`src/rtl/ksa_mul_seq_if.sv`:
```
`default_nettype none
// ============================================================================
//  Module   : ksa_mul_seq_if
//  Purpose  : Operand, adder and result bundle for the shift-add multiplier.
//  Revision : 1.0
// ============================================================================
interface ksa_mul_seq_if #(
    parameter int WIDTH = 32
);
    logic                 in_valid;
    logic                 in_ready;
    logic [WIDTH-1:0]     in_a;
    logic [WIDTH-1:0]     in_b;
    logic [63:0]          add_a;
    logic [63:0]          add_b;
    logic [63:0]          add_sum;
    logic                 add_cout;
    logic                 out_valid;
    logic                 out_ready;
    logic [2*WIDTH-1:0]   out_p;
    logic                 out_ovf;

    // The multiplier is the slave; the environment (source, adder, sink) is the master.
    modport slave (
        input  in_valid, in_a, in_b, add_sum, add_cout, out_ready,
        output in_ready, add_a, add_b, out_valid, out_p, out_ovf
    );

    modport master (
        output in_valid, in_a, in_b, add_sum, add_cout, out_ready,
        input  in_ready, add_a, add_b, out_valid, out_p, out_ovf
    );
endinterface
`default_nettype wire

```
`src/rtl/ksa_mul_seq.sv`:
```
`default_nettype none
// ============================================================================
//  Module   : ksa_mul_seq
//  Purpose  : Iterative unsigned shift-add multiplier around an external
//             64-bit adder; WIDTH cycles per product, valid/ready on both sides.
//  Revision : 1.0
// ============================================================================
module ksa_mul_seq #(
    parameter int WIDTH = 32
) (
    input  wire          clk,
    input  wire          rst,
    ksa_mul_seq_if.slave bus
);
    localparam int              c_CNT_W = $clog2(WIDTH + 1);
    localparam logic [c_CNT_W-1:0] c_LAST = c_CNT_W'(WIDTH - 1);

    localparam logic [1:0] c_IDLE = 2'd0;
    localparam logic [1:0] c_RUN  = 2'd1;
    localparam logic [1:0] c_DONE = 2'd2;

    logic [1:0]         r_state;
    logic [1:0]         w_state_nxt;
    logic [63:0]        r_acc;
    logic [63:0]        r_mcand;
    logic [WIDTH-1:0]   r_mplr;
    logic [c_CNT_W-1:0] r_cnt;
    logic               r_ovf;
    logic               w_accept;

    assign w_accept = (r_state == c_IDLE) && bus.in_valid;

    always_ff @(posedge clk or posedge rst) begin
        if (rst) begin
            r_state <= c_IDLE;
        end else begin
            r_state <= w_state_nxt;
        end
    end

    always_comb begin
        w_state_nxt   = r_state;
        bus.in_ready  = 1'b0;
        bus.out_valid = 1'b0;
        bus.out_p     = '0;
        bus.out_ovf   = 1'b0;
        bus.add_a     = r_acc;
        bus.add_b     = r_mplr[0] ? r_mcand : 64'd0;
        case (r_state)
            c_IDLE: begin
                bus.in_ready = 1'b1;
                if (bus.in_valid) begin
                    w_state_nxt = c_RUN;
                end
            end
            c_RUN: begin
                if (r_cnt == c_LAST) begin
                    w_state_nxt = c_DONE;
                end
            end
            c_DONE: begin
                bus.out_valid = 1'b1;
                bus.out_p     = r_acc[2*WIDTH-1:0];
                bus.out_ovf   = r_ovf;
                if (bus.out_ready) begin
                    w_state_nxt = c_IDLE;
                end
            end
            default: w_state_nxt = c_IDLE;
        endcase
    end

    // No early exit: a zero multiplier still walks all WIDTH steps for fixed latency.
    always_ff @(posedge clk or posedge rst) begin
        if (rst) begin
            r_acc   <= '0;
            r_mcand <= '0;
            r_mplr  <= '0;
            r_cnt   <= '0;
            r_ovf   <= 1'b0;
        end else if (w_accept) begin
            r_acc   <= '0;
            r_mcand <= {{(64-WIDTH){1'b0}}, bus.in_a};
            r_mplr  <= bus.in_b;
            r_cnt   <= '0;
            r_ovf   <= 1'b0;
        end else if (r_state == c_RUN) begin
            r_acc   <= bus.add_sum;
            r_ovf   <= r_ovf | bus.add_cout;
            r_mcand <= r_mcand << 1;
            r_mplr  <= r_mplr >> 1;
            r_cnt   <= r_cnt + 1'b1;
        end
    end
endmodule
`default_nettype wire

```
`src/flat_wrapper.sv`:
```
// flat-port wrapper written by rule: the top's interface ports become plain ports
module ksa_mul_seq_flat 
#(
    parameter int WIDTH = 32
)
  (clk, rst, bus_in_valid, bus_in_a, bus_in_b, bus_add_sum, bus_add_cout, bus_out_ready, bus_in_ready, bus_add_a, bus_add_b, bus_out_valid, bus_out_p, bus_out_ovf);
  ksa_mul_seq_if #(.WIDTH(WIDTH)) bus_i ();
  input  wire clk;
  input  wire rst;
  input wire logic [$bits(bus_i.in_valid)-1:0] bus_in_valid;
  input wire logic [$bits(bus_i.in_a)-1:0] bus_in_a;
  input wire logic [$bits(bus_i.in_b)-1:0] bus_in_b;
  input wire logic [$bits(bus_i.add_sum)-1:0] bus_add_sum;
  input wire logic [$bits(bus_i.add_cout)-1:0] bus_add_cout;
  input wire logic [$bits(bus_i.out_ready)-1:0] bus_out_ready;
  output wire logic [$bits(bus_i.in_ready)-1:0] bus_in_ready;
  output wire logic [$bits(bus_i.add_a)-1:0] bus_add_a;
  output wire logic [$bits(bus_i.add_b)-1:0] bus_add_b;
  output wire logic [$bits(bus_i.out_valid)-1:0] bus_out_valid;
  output wire logic [$bits(bus_i.out_p)-1:0] bus_out_p;
  output wire logic [$bits(bus_i.out_ovf)-1:0] bus_out_ovf;
  assign bus_i.in_valid = bus_in_valid;
  assign bus_i.in_a = bus_in_a;
  assign bus_i.in_b = bus_in_b;
  assign bus_i.add_sum = bus_add_sum;
  assign bus_i.add_cout = bus_add_cout;
  assign bus_i.out_ready = bus_out_ready;
  assign bus_in_ready = bus_i.in_ready;
  assign bus_add_a = bus_i.add_a;
  assign bus_add_b = bus_i.add_b;
  assign bus_out_valid = bus_i.out_valid;
  assign bus_out_p = bus_i.out_p;
  assign bus_out_ovf = bus_i.out_ovf;
  ksa_mul_seq #(.WIDTH(WIDTH)) u_core (.clk(clk), .rst(rst), .bus(bus_i));
endmodule
```
`config.mk`:
```
export PLATFORM = sky130hd
export DESIGN_NAME = ksa_mul_seq_flat
export DESIGN_NICKNAME = d
export VERILOG_FILES = /design/src/rtl/ksa_mul_seq_if.sv /design/src/rtl/ksa_mul_seq.sv /design/src/flat_wrapper.sv
export SDC_FILE = /design/constraint.sdc
export NUM_CORES = 1
export LEC_CHECK = 0
export BUFFER_PORTS_ARGS = -buffer_cell sky130_fd_sc_hd__buf_2
export CAP_MARGIN = 20
export CORE_ASPECT_RATIO = 0.5
export CORE_MARGIN = 1.5
export CORE_UTILIZATION = 44
export DETAILED_ROUTE_END_ITERATION = 16
export PLACE_DENSITY = 0.77
export SYNTH_ARGS = -nofsm -noshare
export SYNTH_HDL_FRONTEND = slang
export SYNTH_SLANG_ARGS = --single-unit
export TNS_END_PERCENT = 20
```
`constraint.sdc`:
```
create_clock -name clk -period 4.7 [get_ports clk]
set_input_delay 0.47 -clock clk [delete_from_list [all_inputs] [get_ports clk]]
set_output_delay 0.47 -clock clk [all_outputs]
set_load 0.01 [all_outputs]
```
== Yosys cells after proc, flatten, opt, wreduce, memory -nomap -nowiden ==
Index checks and enable logic that the tools add are counted.

* $add $sub $neg: 1
* Equal/unequal tests: 6
* Mux-type cells: 19
* Bitwise operators: 1
* Reductions and logical operators: 4

{| class="wikitable"
|+ Operators by type and width
! operator !! count
|-
| $mux W64 || 6
|-
| $mux W32 || 2
|-
| $mux W6 || 2
|-
| $add A6 B1 Y6 const B || 1
|-
| $eq A6 B5 Y1 const B || 1
|-
| $mux W2 || 3
|-
| $pmux W2 S3 || 1
|-
| $mux W1 || 5
|-
| $ne A2 B2 Y1 const B || 2
|-
| $reduce_and A3 Y1 || 1
|-
| $eq A2 B1 Y1 const B || 1
|-
| $eq A2 B2 Y1 const B || 1
|-
| $logic_not A2 Y1 || 1
|-
| $ne A2 B1 Y1 const B || 1
|-
| $reduce_bool A2 Y1 || 1
|-
| $logic_and A1 B1 Y1 || 1
|-
| $or A1 B1 Y1 || 1
|}

* Bits in registers: 169
* Bits of input ports: 133
* Output and inout port bits: 195

== Longest topological paths before layout ==
* Depth in word-level cells: 3
* Mapped depth: 7
* Gate-level depth less buffers: 4

== Worst setup path after synthesis ==
OpenSTA, ideal clock, no wires.

* Path kind: flip-flop to output port
* Start: register u_core.r_state[0]
* End: output port bus_out_p[24]
* Data arrival time: 1332 ps
* Required time: 4230 ps
* Path slack: 2898 ps
* Cell stages (with the launch flop): 6
* Cell sequence: dfrtp_1 buf_2 nor2b_1 clkbuf_1 clkbuf_1 and2_1

* Cells in the longest elaborated chain, start to end: 2

{| class="wikitable"
|+ Ends and longest elaborated chain
! element !! line !! source
|-
| from (decl) || ksa_mul_seq.sv:22 || <nowiki>logic [1:0] r_state;</nowiki>
|-
| from (signal assigned) || ksa_mul_seq.sv:35 || <nowiki>r_state <= c_IDLE;</nowiki>
|-
| from (signal assigned) || ksa_mul_seq.sv:37 || <nowiki>r_state <= w_state_nxt;</nowiki>
|-
| $eq A2 B2 Y1 || ksa_mul_seq.sv:49 || <nowiki>case (r_state)</nowiki>
|-
| $mux W64 || ksa_mul_seq.sv:49 ||
|-
| to (decl) || flat_wrapper.sv:20 || <nowiki>output wire logic [$bits(bus_i.out_p)-1:0] bus_out_p;</nowiki>
|}

No other way between the ends.

== Worst setup path in the final report ==
* Start: register u_core.r_state[1]
* End: output port bus_out_p[8]

The elaborated chain is that of the path after synthesis.

==> qor.yml <==
h-tree-depth: 4
p_clk_share_pct: 23.0
ant_nets: 0
grt_pass1_wl_um: 33700
outcome: "completed"
r2r-start: "u_core.r_state[0]"
syn-num-nets: 1028
grt_max_degree: 170
stdcell_count: 1421
die_x_um: 192
setup_tns_ps: 0
seqCellArea_um2: 4230
ys_top_cells_by_area: "dfrtp_1, nand2_1, and2_1"
ys_ff_latch: 169
cp.arrival_ps: 2300
synth.distinct_cells: 27
drt_pass1_iterations: 5
vias: 7235
ys_async_sr_fraction_pct: 100
multi_input_area_um2: 3350
power.leakage_nw: 5.53
synthFlopType: "dfrtp_1"
drv_cap: 0
ir_drop_mv: 0.324
clk_pin_slew_ps: 70
worst_path_max_delay_cell: "dfrtp_2"
rr_worst_depth: 5
hold_path_depth: 3
switchingPower_mw: 2.33
p_sw_share_pct: 39.7
synth_top_area_share_pct: 53.7
dp_cells: 1387
portBuffers: 327
cts_root_buffer: "clkbuf_16"
rows: 34
gr-total-overflow: 0
finalSetupViolCount: 0
intPower_mw: 3.54
fmax_mhz: 361
slowest_delay_ps: 690
clock_path_buffers: 2
slew_viol_final: 0
hold_class: "input port to flop"
pwr-share-seq_pct: 41.6
routabilityCongestion: 0.798
cts_tree: "yes"
io_pins: 328
holdBufCountCts: 0
worst_pin_slew_ps: 1040
yosys-top-cells-count: "nand2_1, dfrtp_1, and2_1"
hold_path_end: "u_core.bus.add_a[3]"
worstPathCellList: "nor2b_4 -> buf_16 -> and2_1 -> buf_2"
grt_pass1_vias: 6793
drive_gt1_share_pct: 31.8
power_density_nw_per_um2: 574
rsz0062_at_grt: "no"
core-area_um2: 17400
start_kind: "flop"
synth_edf_count: 0
avgViaCountPerCell: 5.09
relSlewSlack_pct: 30.6
track_usage_pct: 22.1
combPwrFrac_pct: 35.3
period_minus_slack_ps: 2770
hp-start: "bus_add_sum[3]"
cp_max_fo: 45
cts_resized: 0
period_share_pct: 59.0
syn_avg_cell_area_um2: 8.82
fin_skew_ps: 12.7
wl_per_cell_um: 14.8
ff2ff_setup_slack_ps: 1990
end_kind: "output pin"
synthCells: 894
wirelength_um: 21100
antenna_cells: 0
die_area_um2: 18800
drtIter0Drc: 366
die_h_um: 97.6
synth.most_common_cell: "nand2_1"
synth_largest_area_cell: "dfrtp_1"
crit_required_ps: 4230
post_cts_buffers: 0
seq_area_frac_synth_pct: 53.7
nets: 1308
hold_viol: 0
initial_core_util_pct: 45.2
areaGrowthSynthToFinish_pct: 29.7
numClockSinks: 169
antenna_found_initial: 0
route.detailed.drc: 0
syn_area_um2: 7880
fill_cells: 1569
r2r-end: "u_core.r_mplr[29]"
cts_made_buffers: 17
clk_latency_ps: 420
dp_hpwl_um: 13800
ys_warn_count: 0
critPathKind: "flop to output pin"
==> cell usage in the layout (no fill, tap or decap), drive strengths merged <==
cell      netlist  final
o311ai          1      1
mux2i           3      3
nor2            2      2
clkinv          0      4
and3b           1      1
dfrtp         169    169
clkbuf         29     18
o21bai          1      1
a21o            1      1
nor2b          10     10
or3b            1      1
o21ai          65     65
ha              1      1
buf            47    337
a21oi           7      7
nand3          99     99
nand4           2      2
inv             1     10
nand3b          1      1
nand2         257    257
and2          129    129
nand2b          3      3
clkinvlp        0      1
a22oi          61     61
a22o            2      2
and3            1      1
==> registers in the layout (all words and copies together) (netlist names) <==
register	cells
u_core.r_mcand	64
u_core.bus.add_a	64
u_core.r_mplr	32
u_core.r_state	2
u_core.r_cnt	6
u_core.r_ovf	1
==> power groups by stage <==
stage / registers, mW / clock network [mW] / logic (mW)
final: 2.44 / 1.35 / 2.07
after global routing: 2.52 / 1.43 / 2.34
after CTS: 2.44 / 1.39 / 2.07
after detailed placement: 2.45 / 0 / 2.07
after global placement: 2.43 / 0 / 2.00
after floorplan: 2.44 / 0 / 1.33
==> area by class of cell <==
type | count | area share (%)
clock inverter | 14 | 1.26
timing repair buffer | 337 | 17.4
multi-input combinational | 648 | 32.7
inverter | 1 | 0.0734
tap | 234 | 2.86
clock buffer | 18 | 4.30
sequential | 169 | 41.4
==> layer usage <==
layer | routed length (µm) | vias to the layer above | global-route usage [%]
li1 | - | 3521 | -
met1 | 9450 | 3479 | 30.1
met2 | 10400 | 217 | 37.3
met3 | 1000 | 18 | 2.78
met4 | 214 | 0 | 6.08
met5 | 0 | - | 0
==> kinds of logic after synthesis <==
group | share of synthesized area, %
fa+ha+maj | 0.159
buf+inv | 4.45
mux | 0.381
flops | 53.7
compound gates | 10.9
simple gates | 30.4
==> worst max-delay path by stage <==
stage,start,endpoint,slack (ps),depth (start not counted)
after floorplan,rst,u_core.bus.add_a[0],2080,1
after global placement,u_core.r_state[1],u_core.bus.add_a[9],2070,5
after detailed placement,u_core.r_state[1],u_core.bus.add_a[9],2000,5
after CTS,u_core.r_state[1],bus_out_p[8],1580,3
after global routing,u_core.r_state[0],u_core.r_mplr[29],1740,5
final,u_core.r_state[1],bus_out_p[8],1930,4
==> stage by stage <==
step,instance area [µm²],worst slack (ps),total power [mW],utilization [%],hold WS (ps)
2_1_floorplan,7890,2080,3.77,-,436
5_1_grt,10200,1740,6.30,58.6,233
4_1_cts,10200,1580,5.90,58.3,220
6_report,10200,1930,5.87,58.6,241
3_3_place_gp,9600,2070,4.43,55.0,454
3_5_place_dp,9600,2000,4.53,55.0,462
==> critical path: cells and delay by family (launching register included) <==
family                 cells  cell delay (ps)
buffers and inverters      2              390
and+or+nand+nor            2              780
DFF                        1              690
No activity file was read; power rests on OpenSTA's default activity.
